`config.mk`:
```
export PLATFORM = sky130hd
export DESIGN_NAME = fetch_queue
export DESIGN_NICKNAME = d
export VERILOG_FILES = /design/src/rtl/fetch_queue.sv
export SDC_FILE = /design/constraint.sdc
export NUM_CORES = 1
export LEC_CHECK = 0
export CORE_MARGIN = 5
export CORE_UTILIZATION = 55
export DETAILED_ROUTE_END_ITERATION = 8
export MAX_ROUTING_LAYER = met4
export PLACE_DENSITY = 0.77
export SETUP_SLACK_MARGIN = 0.2
export SLEW_MARGIN = 15
export SYNTH_ARGS = -nofsm -noshare
export SYNTH_HDL_FRONTEND = slang
export SYNTH_SLANG_ARGS = --single-unit
```
`constraint.sdc`:
```
create_clock -name clk -period 4.8 [get_ports clk]
set_input_delay 0.72 -clock clk [delete_from_list [all_inputs] [get_ports clk]]
set_output_delay 0.72 -clock clk [all_outputs]
set_load 0.02 [all_outputs]
```
`src/rtl/fetch_queue.sv`:
```
// Instruction-fetch front end: owns the fetch PC, captures {pc, instr} from the
// combinational instruction memory into a small FIFO, and hands words to decode.
module fetch_queue #(
   parameter logic [31:0] RESET_PC    = 32'h0000_0000,
   parameter int          DEPTH       = 4,
   parameter int          XLEN        = 32,
   parameter int          INSTR_WIDTH = 32
) (
   input  logic                   clk,
   input  logic                   rst,
   input  logic                   fetch_en,
   input  logic                   redirect_valid,
   input  logic [XLEN-1:0]        redirect_pc,
   output logic [XLEN-1:0]        imem_pc,
   input  logic [INSTR_WIDTH-1:0] imem_instr,
   output logic                   out_valid,
   output logic [INSTR_WIDTH-1:0] out_instr,
   output logic [XLEN-1:0]        out_pc,
   input  logic                   out_ready
);

   localparam int PW = $clog2(DEPTH);
   localparam logic [PW:0] FULL_COUNT = (PW+1)'(DEPTH);

   logic [XLEN-1:0]        fetch_pc;
   logic [XLEN-1:0]        pc_mem    [DEPTH];
   logic [INSTR_WIDTH-1:0] instr_mem [DEPTH];
   logic [PW-1:0]          rd_ptr;
   logic [PW-1:0]          wr_ptr;
   logic [PW:0]            count;
   logic                   pop;
   logic                   push;

   // A full FIFO may still accept a word when the head leaves in the same cycle.
   assign pop  = out_valid & out_ready & ~redirect_valid;
   assign push = fetch_en & ~redirect_valid & ((count < FULL_COUNT) | pop);

   assign out_valid = (count != '0);
   assign out_instr = instr_mem[rd_ptr];
   assign out_pc    = pc_mem[rd_ptr];
   assign imem_pc   = fetch_pc;

   always_ff @(posedge clk) begin
      if (rst) begin
         fetch_pc <= RESET_PC;
         rd_ptr   <= '0;
         wr_ptr   <= '0;
         count    <= '0;
      end else if (redirect_valid) begin
         fetch_pc <= {redirect_pc[XLEN-1:2], 2'b00};
         rd_ptr   <= '0;
         wr_ptr   <= '0;
         count    <= '0;
      end else begin
         if (push) begin
            wr_ptr   <= wr_ptr + 1'b1;
            fetch_pc <= fetch_pc + XLEN'(4);
         end
         if (pop) begin
            rd_ptr <= rd_ptr + 1'b1;
         end
         count <= count + (PW+1)'(push) - (PW+1)'(pop);
      end
   end

   // Storage carries no reset; entries are only observed while counted valid.
   always_ff @(posedge clk) begin
      if (!rst && push) begin
         pc_mem[wr_ptr]    <= fetch_pc;
         instr_mem[wr_ptr] <= imem_instr;
      end
   end

endmodule

```
# After elaboration in Yosys (flattened, before gate mapping)
# Memory sizes are Yosys's and may differ from the RTL's. A register that Yosys moved wholly into a read port is not among the register bits.
# Cells that the tools add are included.
# totals
reg_bits	39
latchBits	0
ram_bits	256
romBits	0
in_bits	69
elab_cells	32
mem_count	2
# classes
addsub	5
n_mul	0
n_div	0
order_cmp	1
n_eq_ne	0
shifts	0
mux	8
bitwise_logic	6
reduce_logical	5
# mem_list
memory	depth	width	read_ports	rd_ports_with_merged_regs	write_ports	line	source
instr_mem	4	32	1	1	1	27	logic [INSTR_WIDTH-1:0] instr_mem [DEPTH];
pc_mem	4	32	1	1	1	26	logic [XLEN-1:0] pc_mem [DEPTH];
# ops
cell	n
two-way mux 32 bit	2
adder 32 x 3 -> 32 bit, second input constant	1
two-way mux 2 bit	4
adder 2 x 1 -> 2 bit, second input constant	2
AND 1 bit	4
adder 3 x 1 -> 3 bit	1
< comparator 3 bit, second input constant	1
nonzero test 3 bit	1
subtractor 3 x 1 -> 3 bit	1
two-way mux 1 bit	2
nonzero test 2 bit	1
OR reduction 2 bit	1
logical AND 1 bit	1
logical NOT 1 bit	1
inverter 1 bit	1
bitwise OR 1 bit	1

# Longest topological paths before layout
# logic_depth
ltp_word	8
mapped_depth	12

# Least setup slack after synthesis
# No wires, ideal clock.
# synth_path
path_type	in2reg
startpoint	input out_ready
endpoint	memory instr_mem[0][0], enable pin
t_arrival_ns	2.844
required_time_ns	4.373
slack_ns	1.529
path_stages	5
path_buffers	2
cell_sequence	nand2b_1 -> buf_2 -> and2_1 -> clkbuf_1 -> and3_1
# synth_between
elab_chain_cells	7
# synth_rtl
element	line	source
start: declaration	19	input logic out_ready
AND 1 bit (2 in a row)	35	assign pop = out_valid & out_ready & ~redirect_valid;
bitwise OR 1 bit	36	assign push = fetch_en & ~redirect_valid & ((count < FULL_COUNT) | pop);
AND 1 bit	36	
logical AND 1 bit	68	if (!rst && push) begin
two-way mux 1 bit	68	
two-way mux 1 bit (not written as such)	70	instr_mem[wr_ptr] <= imem_instr;
end: declaration	27	
# No other way between the ends.

==> reports/results.ini <==
[status]
status=completed

[layout]
area_growth_pct=24.4
drive_gt1_frac=0.168
mostFrequentLayoutCell=edfxtp_1
fillers=1267
utilization=0.691
antenna_cells=0
stdcell_count=1043
nets=829
final_cell_mix=edfxtp_1 (248), clkdlybuf4s50_1 (159), mux4_2 (62)

[critical_path]
criticalPathCategory=reg -> out
ff2ff_setup_slack_ps=2270
startpoint_type=register
worstSetupEndpointType=primary output
critPathCapture=out_pc[28]
critical_path_arrival_ps=2890
worst_r2r_path_depth=11
r2r-start=count[2]
timing.rr.end=count[2]
path_max_fanout=33
worst_ep_required_time_ps=4080

[clocking]
clock_path_buffers=3
cts_max_level=1
post_cts_buffers=0
hold_buffers=0
cts_tree=yes
ctsResizeCount=0
clk_latency_ps=530
cts_buffers=28
cts-root-buf=clkbuf_16
cts.reportedPaths.clkPinSlew_ps=60
cts.sinks=287

[global_route]
grt_pass1_wl_um=35600
grt_overflow=0
grt_pass1_vias=6275
grt.total_usage=0.199
grt_max_degree=63
antenna_found_initial=0

[timing]
setup-violations-final=0
setup_ws_ps=1190
fin_crit_sh=0.752
fin_crit_ps=3610
relSlewSlack=0.338
skew_ps=5.95
hold_violations=0
slew_violations=0
rsz0062_at_grt=false
worstMarginPinSlew_ps=994
hold_ws_ps=547
setup_tns_ps=0
fmax_mhz=277

[power_and_ir_drop]
power_frac_comb=0.059
p_leak_uw=0.00435
vdd_drop_max_v=0.000257
switching_power_uw=1050
p_clk_frac=0.400
power.internal_uw=4130
pwr-share-seq=0.542
p_sw_frac=0.202
powerDensity_nw_per_um2=373

[placement]
dp_hpwl_um=13800
pre_cts_ws_ps=1370
gp_congestion=0.843
io_buffers=159
dpl.cell_count=992

[synth]
syn_avg_cell_area_um2=19.0
synth-seq-cells=287
ys_types=45
yosys_warnings=0
synth_area_um2=11200
ys_seq_area_frac=0.737
synth-edff-count=248
synth-main-ff-cell=edfxtp_1
async_reset_ff_frac=0
synthCells=589

[route]
drtIter0Drc=427
routedWlPerCell_um=21.8
antenna_left=0
drtPass1Iterations=5
avgViaCountPerCell=5.75
via_count=5998
drt-total-wl_um=22700
drc_errors=0

[hold_path]
hold_class=reg -> reg
hold_path_depth=2

[die]
num_rows=52
design.core.area_um2=20100
die_h_um=153
initial_core_util=0.556
die_w_um=153
dieArea_um2=23300
num_io_pins=166

[flow_run]
drv_cap=0

power by group through the flow:
stage,Sequential (uW),Combinational [uW],Clock (uW)
after floorplan,2860,124,0
after global placement,2850,299,0
after detailed placement,2860,305,0
after CTS,2810,307,2110
after global routing,2810,324,2230
final,2810,305,2070
state kept, by name, summed over array words and instances, names as in the netlist, named ones only:
signal     cells
imem_pc       30
instr_mem    128
pc_mem       120
rd_ptr         2
count          3
wr_ptr         2
kinds of logic after synthesis:
group,count (synthesis),share of synthesized area
flip-flops,287,0.737
AND/OR/NAND/NOR,117,0.0626
multiplexers,63,0.126
buffers and inverters,46,0.0185
AO/OA/AOI/OAI,37,0.0229
XOR/XNOR,30,0.0235
adder cells (fa/ha/maj),8,0.00963
other,1,0.000336
Yosys cell counts, types with 7 or more instances:
master	number	area share
a211oi_1	17	0.011
a21oi_1	7	0.0031
and3_1	10	0.0056
buf_2	9	0.0040
clkbuf_1	18	0.0060
dfxtp_1	39	0.070
edfxtp_1	248	0.67
ha_1	7	0.0078
inv_1	13	0.0044
mux4_2	62	0.13
nand2_1	22	0.0074
nand3_1	9	0.0040
nand4_1	7	0.0039
nor2_1	28	0.0094
nor3_1	8	0.0036
xnor2_1	28	0.022
stage by stage:
stage	instance area (um^2)	power, uW
floorplan	11200	2980
global placement	13000	3150
detailed placement	13000	3160
CTS	13900	5230
global route	13900	5370
finish	13900	5180
per-layer routing:
layer,track usage,part of all wire
met2,0.320,0.50
met3,0.0346,0.061
met5,-,0
met4,0.0467,0.017
met1,0.271,0.42
worst min-delay path by stage:
stage | slack (ps) | startpoint | end
3_3_place_gp | 500 | rd_ptr[1] | register
6_report | 550 | count[2] | count[2]
4_1_cts | 550 | rd_ptr[0] | register
5_1_grt | 570 | rd_ptr[0] | register
2_1_floorplan | 480 | rd_ptr[1] | register
3_5_place_dp | 530 | rd_ptr[0] | register
final cells by class:
cell class              count  area [um^2]  area share
multi-input cells         259         2770       0.199
clock buffers              45          826      0.0594
inverters                  13         48.8     0.00351
flip-flops and latches    287         8240       0.593
repair buffers            163         1620       0.117
clock inverters             6         57.6     0.00414
well taps                 270          338      0.0243
critical path, stage by stage, from the launching register on:
cell and delay, ps:
dfxtp_4 770, buf_4 420, mux4_2 570, clkdlybuf4s50_1 570
(Power assumes the default switching activity.)
